===== src/rtl/pkt_rx_check_if.sv =====
// pkt_rx_check_if: upload word stream in, tagged payload and packet reports out
interface pkt_rx_check_if;
   logic        data_valid;
   logic [63:0] up_data;
   logic        pay_valid;
   logic [63:0] pay_data;
   logic [4:0]  pay_chan;
   logic        pay_last;
   logic        pkt_done;
   logic        pkt_ok;
   logic        err_head;
   logic        err_chan;
   logic        err_seq;
   logic        err_len;
   logic [31:0] good_cnt;
   logic [31:0] bad_cnt;
   modport master (
      output data_valid, up_data,
      input  pay_valid, pay_data, pay_chan, pay_last, pkt_done, pkt_ok,
      input  err_head, err_chan, err_seq, err_len, good_cnt, bad_cnt
   );
   modport slave (
      input  data_valid, up_data,
      output pay_valid, pay_data, pay_chan, pay_last, pkt_done, pkt_ok,
      output err_head, err_chan, err_seq, err_len, good_cnt, bad_cnt
   );
endinterface


===== src/rtl/pkt_rx_check.sv =====
// pkt_rx_check: parses upload packets, checks header/channel/sequence/length, forwards payload
module pkt_rx_check #(
   parameter int          YUZHI  = 128,
   parameter logic [31:0] HEAD   = 32'hadf90c00,
   parameter int          NUM_CH = 30
) (
   input logic clk,
   input logic rst_n,
   pkt_rx_check_if.slave bus
);
   localparam int PW = $clog2(YUZHI);
   typedef enum logic [2:0] {S_HEAD, S_SEQ, S_PAY, S_TAIL, S_DROP, S_REPORT} state_t;
   state_t        state, state_n;
   logic [4:0]    chan, chan_n;
   logic [PW-1:0] cnt, cnt_n;
   logic [3:0]    flg, flg_n;
   logic          pv_n, pl_n, done_n, upd, good_inc, bad_inc;
   logic          hd_bad, ch_bad, seq_bad;
   logic [63:0]   exp_cnt [0:NUM_CH];
   assign hd_bad  = bus.up_data[63:32] != HEAD;
   assign ch_bad  = bus.up_data[31:0] == 32'd0 || bus.up_data[31:0] > 32'(NUM_CH);
   assign seq_bad = bus.up_data != exp_cnt[chan] + 64'd1;
   // state register
   always_ff @(posedge clk or negedge rst_n)
      if (!rst_n) state <= S_HEAD;
      else state <= state_n;
   // next state, error accumulation ({head,chan,seq,len}) and next output values
   always_comb begin
      state_n  = state;
      chan_n   = chan;
      cnt_n    = cnt;
      flg_n    = flg;
      pv_n     = 1'b0;
      pl_n     = 1'b0;
      done_n   = 1'b0;
      upd      = 1'b0;
      bad_inc  = 1'b0;
      case (state)
         S_HEAD: if (bus.data_valid) begin
            flg_n   = {hd_bad, ch_bad, 2'b00};
            chan_n  = bus.up_data[4:0];
            state_n = (hd_bad || ch_bad) ? S_DROP : S_SEQ;
         end
         S_SEQ: if (bus.data_valid) begin
            flg_n[1] = seq_bad;
            upd      = 1'b1;
            cnt_n    = '0;
            state_n  = S_PAY;
         end else begin
            flg_n[0] = 1'b1;
            done_n   = 1'b1;
            state_n  = S_REPORT;
         end
         S_PAY: if (bus.data_valid) begin
            pv_n    = 1'b1;
            pl_n    = cnt == PW'(YUZHI - 1);
            cnt_n   = cnt + 1'b1;
            state_n = pl_n ? S_TAIL : S_PAY;
         end else begin
            flg_n[0] = 1'b1;
            done_n   = 1'b1;
            state_n  = S_REPORT;
         end
         S_TAIL: if (bus.data_valid) begin
            flg_n[0] = 1'b1;
            state_n  = S_DROP;
         end else begin
            done_n  = 1'b1;
            state_n = S_REPORT;
         end
         S_DROP: if (!bus.data_valid) begin
            done_n  = 1'b1;
            state_n = S_REPORT;
         end
         S_REPORT: begin
            flg_n   = '0;
            bad_inc = bus.data_valid;
            state_n = S_HEAD;
         end
         default: state_n = S_HEAD;
      endcase
      good_inc = done_n && flg_n == 4'd0;
      bad_inc  = bad_inc || (done_n && flg_n != 4'd0);
   end
   // packet context: latched channel, payload counter, accumulated errors
   always_ff @(posedge clk or negedge rst_n)
      if (!rst_n) begin
         chan <= '0;
         cnt  <= '0;
         flg  <= '0;
      end else begin
         chan <= chan_n;
         cnt  <= cnt_n;
         flg  <= flg_n;
      end
   // per-channel last seen count; every w1 resyncs its channel
   always_ff @(posedge clk or negedge rst_n)
      if (!rst_n) for (int i = 0; i <= NUM_CH; i++) exp_cnt[i] <= '0;
      else if (upd) exp_cnt[chan] <= bus.up_data;
   // registered outputs; flags and payload fields are zero when not qualified
   always_ff @(posedge clk or negedge rst_n)
      if (!rst_n) begin
         bus.pay_valid <= 1'b0;
         bus.pay_data  <= '0;
         bus.pay_chan  <= '0;
         bus.pay_last  <= 1'b0;
         bus.pkt_done  <= 1'b0;
         bus.pkt_ok    <= 1'b0;
         bus.err_head  <= 1'b0;
         bus.err_chan  <= 1'b0;
         bus.err_seq   <= 1'b0;
         bus.err_len   <= 1'b0;
         bus.good_cnt  <= '0;
         bus.bad_cnt   <= '0;
      end else begin
         bus.pay_valid <= pv_n;
         bus.pay_data  <= pv_n ? bus.up_data : '0;
         bus.pay_chan  <= pv_n ? chan : '0;
         bus.pay_last  <= pl_n;
         bus.pkt_done  <= done_n;
         bus.pkt_ok    <= good_inc;
         bus.err_head  <= done_n && flg_n[3];
         bus.err_chan  <= done_n && flg_n[2];
         bus.err_seq   <= done_n && flg_n[1];
         bus.err_len   <= done_n && flg_n[0];
         bus.good_cnt  <= bus.good_cnt + 32'(good_inc);
         bus.bad_cnt   <= bus.bad_cnt + 32'(bad_inc);
      end
endmodule


===== src/flat_wrapper.sv =====
// flat-port wrapper written by rule: the top's interface ports become plain ports
module pkt_rx_check_flat 
#(
   parameter int          YUZHI  = 128,
   parameter logic [31:0] HEAD   = 32'hadf90c00,
   parameter int          NUM_CH = 30
)
  (clk, rst_n, bus_data_valid, bus_up_data, bus_pay_valid, bus_pay_data, bus_pay_chan, bus_pay_last, bus_pkt_done, bus_pkt_ok, bus_err_head, bus_err_chan, bus_err_seq, bus_err_len, bus_good_cnt, bus_bad_cnt);
  pkt_rx_check_if bus_i ();
  input logic clk;
  input logic rst_n;
  input wire logic [$bits(bus_i.data_valid)-1:0] bus_data_valid;
  input wire logic [$bits(bus_i.up_data)-1:0] bus_up_data;
  output wire logic [$bits(bus_i.pay_valid)-1:0] bus_pay_valid;
  output wire logic [$bits(bus_i.pay_data)-1:0] bus_pay_data;
  output wire logic [$bits(bus_i.pay_chan)-1:0] bus_pay_chan;
  output wire logic [$bits(bus_i.pay_last)-1:0] bus_pay_last;
  output wire logic [$bits(bus_i.pkt_done)-1:0] bus_pkt_done;
  output wire logic [$bits(bus_i.pkt_ok)-1:0] bus_pkt_ok;
  output wire logic [$bits(bus_i.err_head)-1:0] bus_err_head;
  output wire logic [$bits(bus_i.err_chan)-1:0] bus_err_chan;
  output wire logic [$bits(bus_i.err_seq)-1:0] bus_err_seq;
  output wire logic [$bits(bus_i.err_len)-1:0] bus_err_len;
  output wire logic [$bits(bus_i.good_cnt)-1:0] bus_good_cnt;
  output wire logic [$bits(bus_i.bad_cnt)-1:0] bus_bad_cnt;
  assign bus_i.data_valid = bus_data_valid;
  assign bus_i.up_data = bus_up_data;
  assign bus_pay_valid = bus_i.pay_valid;
  assign bus_pay_data = bus_i.pay_data;
  assign bus_pay_chan = bus_i.pay_chan;
  assign bus_pay_last = bus_i.pay_last;
  assign bus_pkt_done = bus_i.pkt_done;
  assign bus_pkt_ok = bus_i.pkt_ok;
  assign bus_err_head = bus_i.err_head;
  assign bus_err_chan = bus_i.err_chan;
  assign bus_err_seq = bus_i.err_seq;
  assign bus_err_len = bus_i.err_len;
  assign bus_good_cnt = bus_i.good_cnt;
  assign bus_bad_cnt = bus_i.bad_cnt;
  pkt_rx_check #(.YUZHI(YUZHI), .HEAD(HEAD), .NUM_CH(NUM_CH)) u_core (.clk(clk), .rst_n(rst_n), .bus(bus_i));
endmodule

===== config.mk =====
export PLATFORM = sky130hd
export DESIGN_NAME = pkt_rx_check_flat
export DESIGN_NICKNAME = d
export VERILOG_FILES = /design/src/rtl/pkt_rx_check_if.sv /design/src/rtl/pkt_rx_check.sv /design/src/flat_wrapper.sv
export SDC_FILE = /design/constraint.sdc
export NUM_CORES = 2
export LEC_CHECK = 0
export ABC_CLOCK_PERIOD_IN_PS = 12000
export BUFFER_PORTS_ARGS = -buffer_cell sky130_fd_sc_hd__buf_2
export CORE_AREA = 2 2 577 579
export DETAILED_ROUTE_END_ITERATION = 12
export DIE_AREA = 0 0 579 581
export GPL_TIMING_DRIVEN = 0
export PLACE_DENSITY = 0.56
export SETUP_SLACK_MARGIN = 0.4
export SKIP_LAST_GASP = 1
export SLEW_MARGIN = 15
export SYNTH_ARGS = -nofsm -noshare
export SYNTH_HDL_FRONTEND = slang
export SYNTH_SLANG_ARGS = --single-unit

===== constraint.sdc =====
create_clock -name clk -period 12 [get_ports clk]
set_clock_uncertainty 0.15 [all_clocks]
set_input_delay 1.2 -clock clk [delete_from_list [all_inputs] [get_ports clk]]
set_output_delay 1.2 -clock clk [all_outputs]
set_load 0.005 [all_outputs]

==> impl_metrics.csv <==
group,metric,value,unit
drt,via_per_inst,5.81,
place,port_buffers,197,
sta,finalSetupViolations,0,
worst_setup_path,arrival,11.17,ns
pwr,power_density,251,nW/um^2
pwr,p_int,17.8,mW
synth,synth-main-ff-cell,"dfrtp_1",
sta,fin_worst_hold_slack,0.00298,ns
worst_setup_path,critPathRequiredTime,12.67,ns
place,gp_congestion,0.978,
clocking,htree_levels,4,
drt,wire_per_inst,36.7,um
synth,ys_types,87,
pwr,p_comb_frac,0.356,
floorplan,die_y,581,um
worst_setup_path,cp_max_fo,10,
synth,synth.top_cell.area_share,0.544,
pwr,peakVddDrop,243,uV
floorplan,core,330000,um^2
clocking,cts-resized-gates,0,
grt,antenna_found_initial,76,
sta,rsz0062_at_grt,"no",
synth,async_reset_ff_frac,1.00,
sta,slew-limit-headroom,0.0448,
run_status,status,"complete, no violations",
grt,grt_max_degree,151,
synth,yosys_register_bits,2144,
sta,fin_crit,10.51,ns
floorplan,start_util,0.299,
sta,slew_violations,0,
pwr,pwr-share-clk,0.264,
pwr,p_switching,11.0,mW
worst_setup_path,r2r_start,"u_core.chan[1]$_DFFE_PN0P_",
clocking,postCtsHoldBufs,0,
sta,tightest_slew,1.43,ns
drt,drc,0,
worst_setup_path,crit_type,"flop to flop",
pwr,swShare,0.381,
synth,synth_area,98700,um^2
grt,grt_pass1_vias,71500,
clocking,cts.path.max_buffers,4,
cells_and_area,drive_gt1_frac,0.368,
sta,finalSetupTns,0,ns
synth,yosysSeqAreaShare,0.544,
clocking,numCtsBuffers,235,
place,post-dp-hpwl,303,mm
clocking,tritoncts,"yes",
synth,yosys-top-cells-area,"dfrtp_1, mux2_2, mux2i_1",
grt,grt_pass1_wl,614,mm
worst_setup_path,critPathLaunchType,"flop",
drt,vias,72400,
clocking,cts_setup_buffers,0,
clocking,clock-root-buffer,"clkbuf_16",
sta,timing.final.crit_share,0.876,
drt,drt_iter0_drc,9453,
drt,ant_nets,0,
synth,yosys_warnings,0,
floorplan,die-area,336000,um^2
cells_and_area,layout.nets,7941,
floorplan,core.rowCount,211,
pwr,leakagePower,54.6,nW
clocking,clock_latency,0.97,ns
cells_and_area,syn_to_final_growth,16.2,%
synth,synth_nets,7458,
synth,synth_edf_count,0,
worst_setup_path,setup.worst_path.start,"u_core.chan[1]$_DFFE_PN0P_",
clocking,clkTransAtPathRegs,0.07,ns
sta,fmax,0.0952,GHz
drt,finalWirelength,457,mm
synth,syn_area_per_cell,13.4,um^2
grt,grt_overflow,0,
drt,first_pass_iters,5,
synth,netlist.top_cell.by_area,"dfrtp_1",
hold_path,hp-class,"input pin to async pin",
floorplan,io_pins,208,
worst_setup_path,crit_path_end_kind,"flop",
clocking,clock_sinks,2144,
floorplan,fp.dieW,579,um
pwr,seq_power_share,0.379,
sta,finalHoldViolCount,0,
job,cap_viol_max_count,0,
synth,syn_inst,7385,
grt,gr-usage-all-layers,0.265,
## critical path, cell delays in order, from the launching register on
cell       delay, ns
dfrtp_1         0.44
buf_2           0.25
nand4b_1        0.33
buf_2           0.62
buf_2           0.82
buf_1           0.97
o22ai_1         0.17
nor4_2          0.72
nand4_1         0.38
nand3_1         0.29
nor4_1          0.09
xor2_1          0.16
or4b_1          0.51
a211oi_2        0.23
o2111ai_1       0.39
nor4_1          0.81
nand4b_1        0.62
a211oi_2        0.45
ha_1            0.25
ha_1            0.21
and3_1          0.28
and3_1          0.18
clkbuf_1        0.22
nor2b_1         0.49
nand3_1         0.16
xnor2_1         0.15
## metal layers
metal | share of wire | GRT usage | routed length, um
met1 | 0.40 | 0.351 | 184000
met2 | 0.43 | 0.386 | 195000
met3 | 0.11 | 0.0807 | 50200
met4 | 0.063 | 0.146 | 28700
met5 | 0.00058 | 0 | 265
## cells in the final DEF, fill, tap and decap left out, types with 45 or more instances in the layout
cell type / instances
clkbuf_8: 62
nor2_1: 83
nand2_1: 195
xnor2_1: 92
o21ai_0: 143
o22ai_1: 411
nor4_1: 75
nand3_1: 85
nor3_1: 76
clkbuf_1: 365
clkbuf_2: 62
dfrtp_1: 2144
buf_4: 92
mux2i_1: 882
clkinv_2: 52
and2_1: 73
buf_2: 326
nand4_1: 45
mux2_2: 1919
xor2_1: 49
clkbuf_16: 235
## flip-flops by register name, indices dropped and copies added (netlist names)
signal / flops
u_core.exp_cnt: 1984
u_core.bus.pay_data: 64
u_core.bus.bad_cnt: 32
u_core.bus.good_cnt: 32
u_core.cnt: 7
u_core.bus.pay_chan: 5
u_core.chan: 5
u_core.flg: 4
u_core.state: 3
u_core.bus.err_chan: 1
u_core.bus.err_head: 1
u_core.bus.err_len: 1
u_core.bus.err_seq: 1
u_core.bus.pay_last: 1
u_core.bus.pay_valid: 1
u_core.bus.pkt_done: 1
u_core.bus.pkt_ok: 1
## Yosys cell counts (35+ instances only)
library cell,n
and2_1,73
buf_1,87
buf_2,82
buf_4,92
clkbuf_1,379
dfrtp_1,2144
inv_1,35
mux2_2,1919
mux2i_1,882
mux4_2,37
nand2_1,195
nand3_1,85
nand3b_1,42
nand4_1,45
nor2_1,102
nor3_1,79
nor4_1,76
o21ai_0,143
o22ai_1,411
xnor2_1,92
xor2_1,49
## worst paths after layout
kind / end / slack, ns / cells past startpoint
min: u_core.bus.pay_data[5]$_DFF_PN0_ / 0.003 / 1
min in group clk: u_core.bus.bad_cnt[31]$_DFF_PN0_ / 0.31 / 1
max reg2reg: u_core.bus.good_cnt[30]$_DFF_PN0_ / 1.49 / 25
min reg2reg: u_core.bus.bad_cnt[31]$_DFF_PN0_ / 0.31 / 1
max in group asynchronous: u_core.exp_cnt[1261]$_DFFE_PN0P_ / 8.82 / 5
max: u_core.bus.good_cnt[30]$_DFF_PN0_ / 1.49 / 25
## cell type report
| type | instances | area, um^2 |
|---|---|---|
| fillers | 32000 | 215000 |
| flip-flops and latches | 2144 | 53700 |
| multi-input cells | 4546 | 42000 |
| clock buffers | 343 | 6910 |
| well taps | 4366 | 5460 |
| plain buffers | 659 | 3190 |
| repair buffers | 246 | 2170 |
| clock inverters | 92 | 1080 |
| inverters | 36 | 135 |
| diodes | 40 | 100 |
## metrics by stage
stage / area (um^2) / cells / power [mW] / util / setup WS [ns]
after floorplan: 98700 / 7385 / 16.3 / - / 6.31
after global placement: 105000 / 11900 / 20.5 / 0.319 / -37.99
after detailed placement: 107000 / 12000 / 20.9 / 0.323 / 1.60
after CTS: 115000 / 12400 / 28.5 / 0.347 / 1.57
after global routing: 115000 / 12400 / 29.5 / 0.347 / 1.35
final: 115000 / 12500 / 28.8 / 0.348 / 1.49
## cells by family after synthesis
group                    count (synthesis)  share of synthesized area
adder cells (fa/ha/maj)                  7                   0.000862
AND/OR/NAND/NOR                        870                     0.0499
buffers and inverters                  695                     0.0324
flip-flops                            2144                      0.544
multiplexers                          2838                      0.317
XOR/XNOR                               141                     0.0125
AO/OA/AOI/OAI                          690                     0.0437
## power by group through the flow
stage | combinational (mW) | clock [mW] | sequential [mW]
finish | 10.3 | 7.62 | 10.9
global route | 10.4 | 7.97 | 11.1
CTS | 9.95 | 7.66 | 10.8
detailed placement | 9.91 | 0 | 11.0
global placement | 9.64 | 0 | 10.9
floorplan | 5.76 | 0 | 10.6
Note: power is estimated with default switching activity, not from simulation.
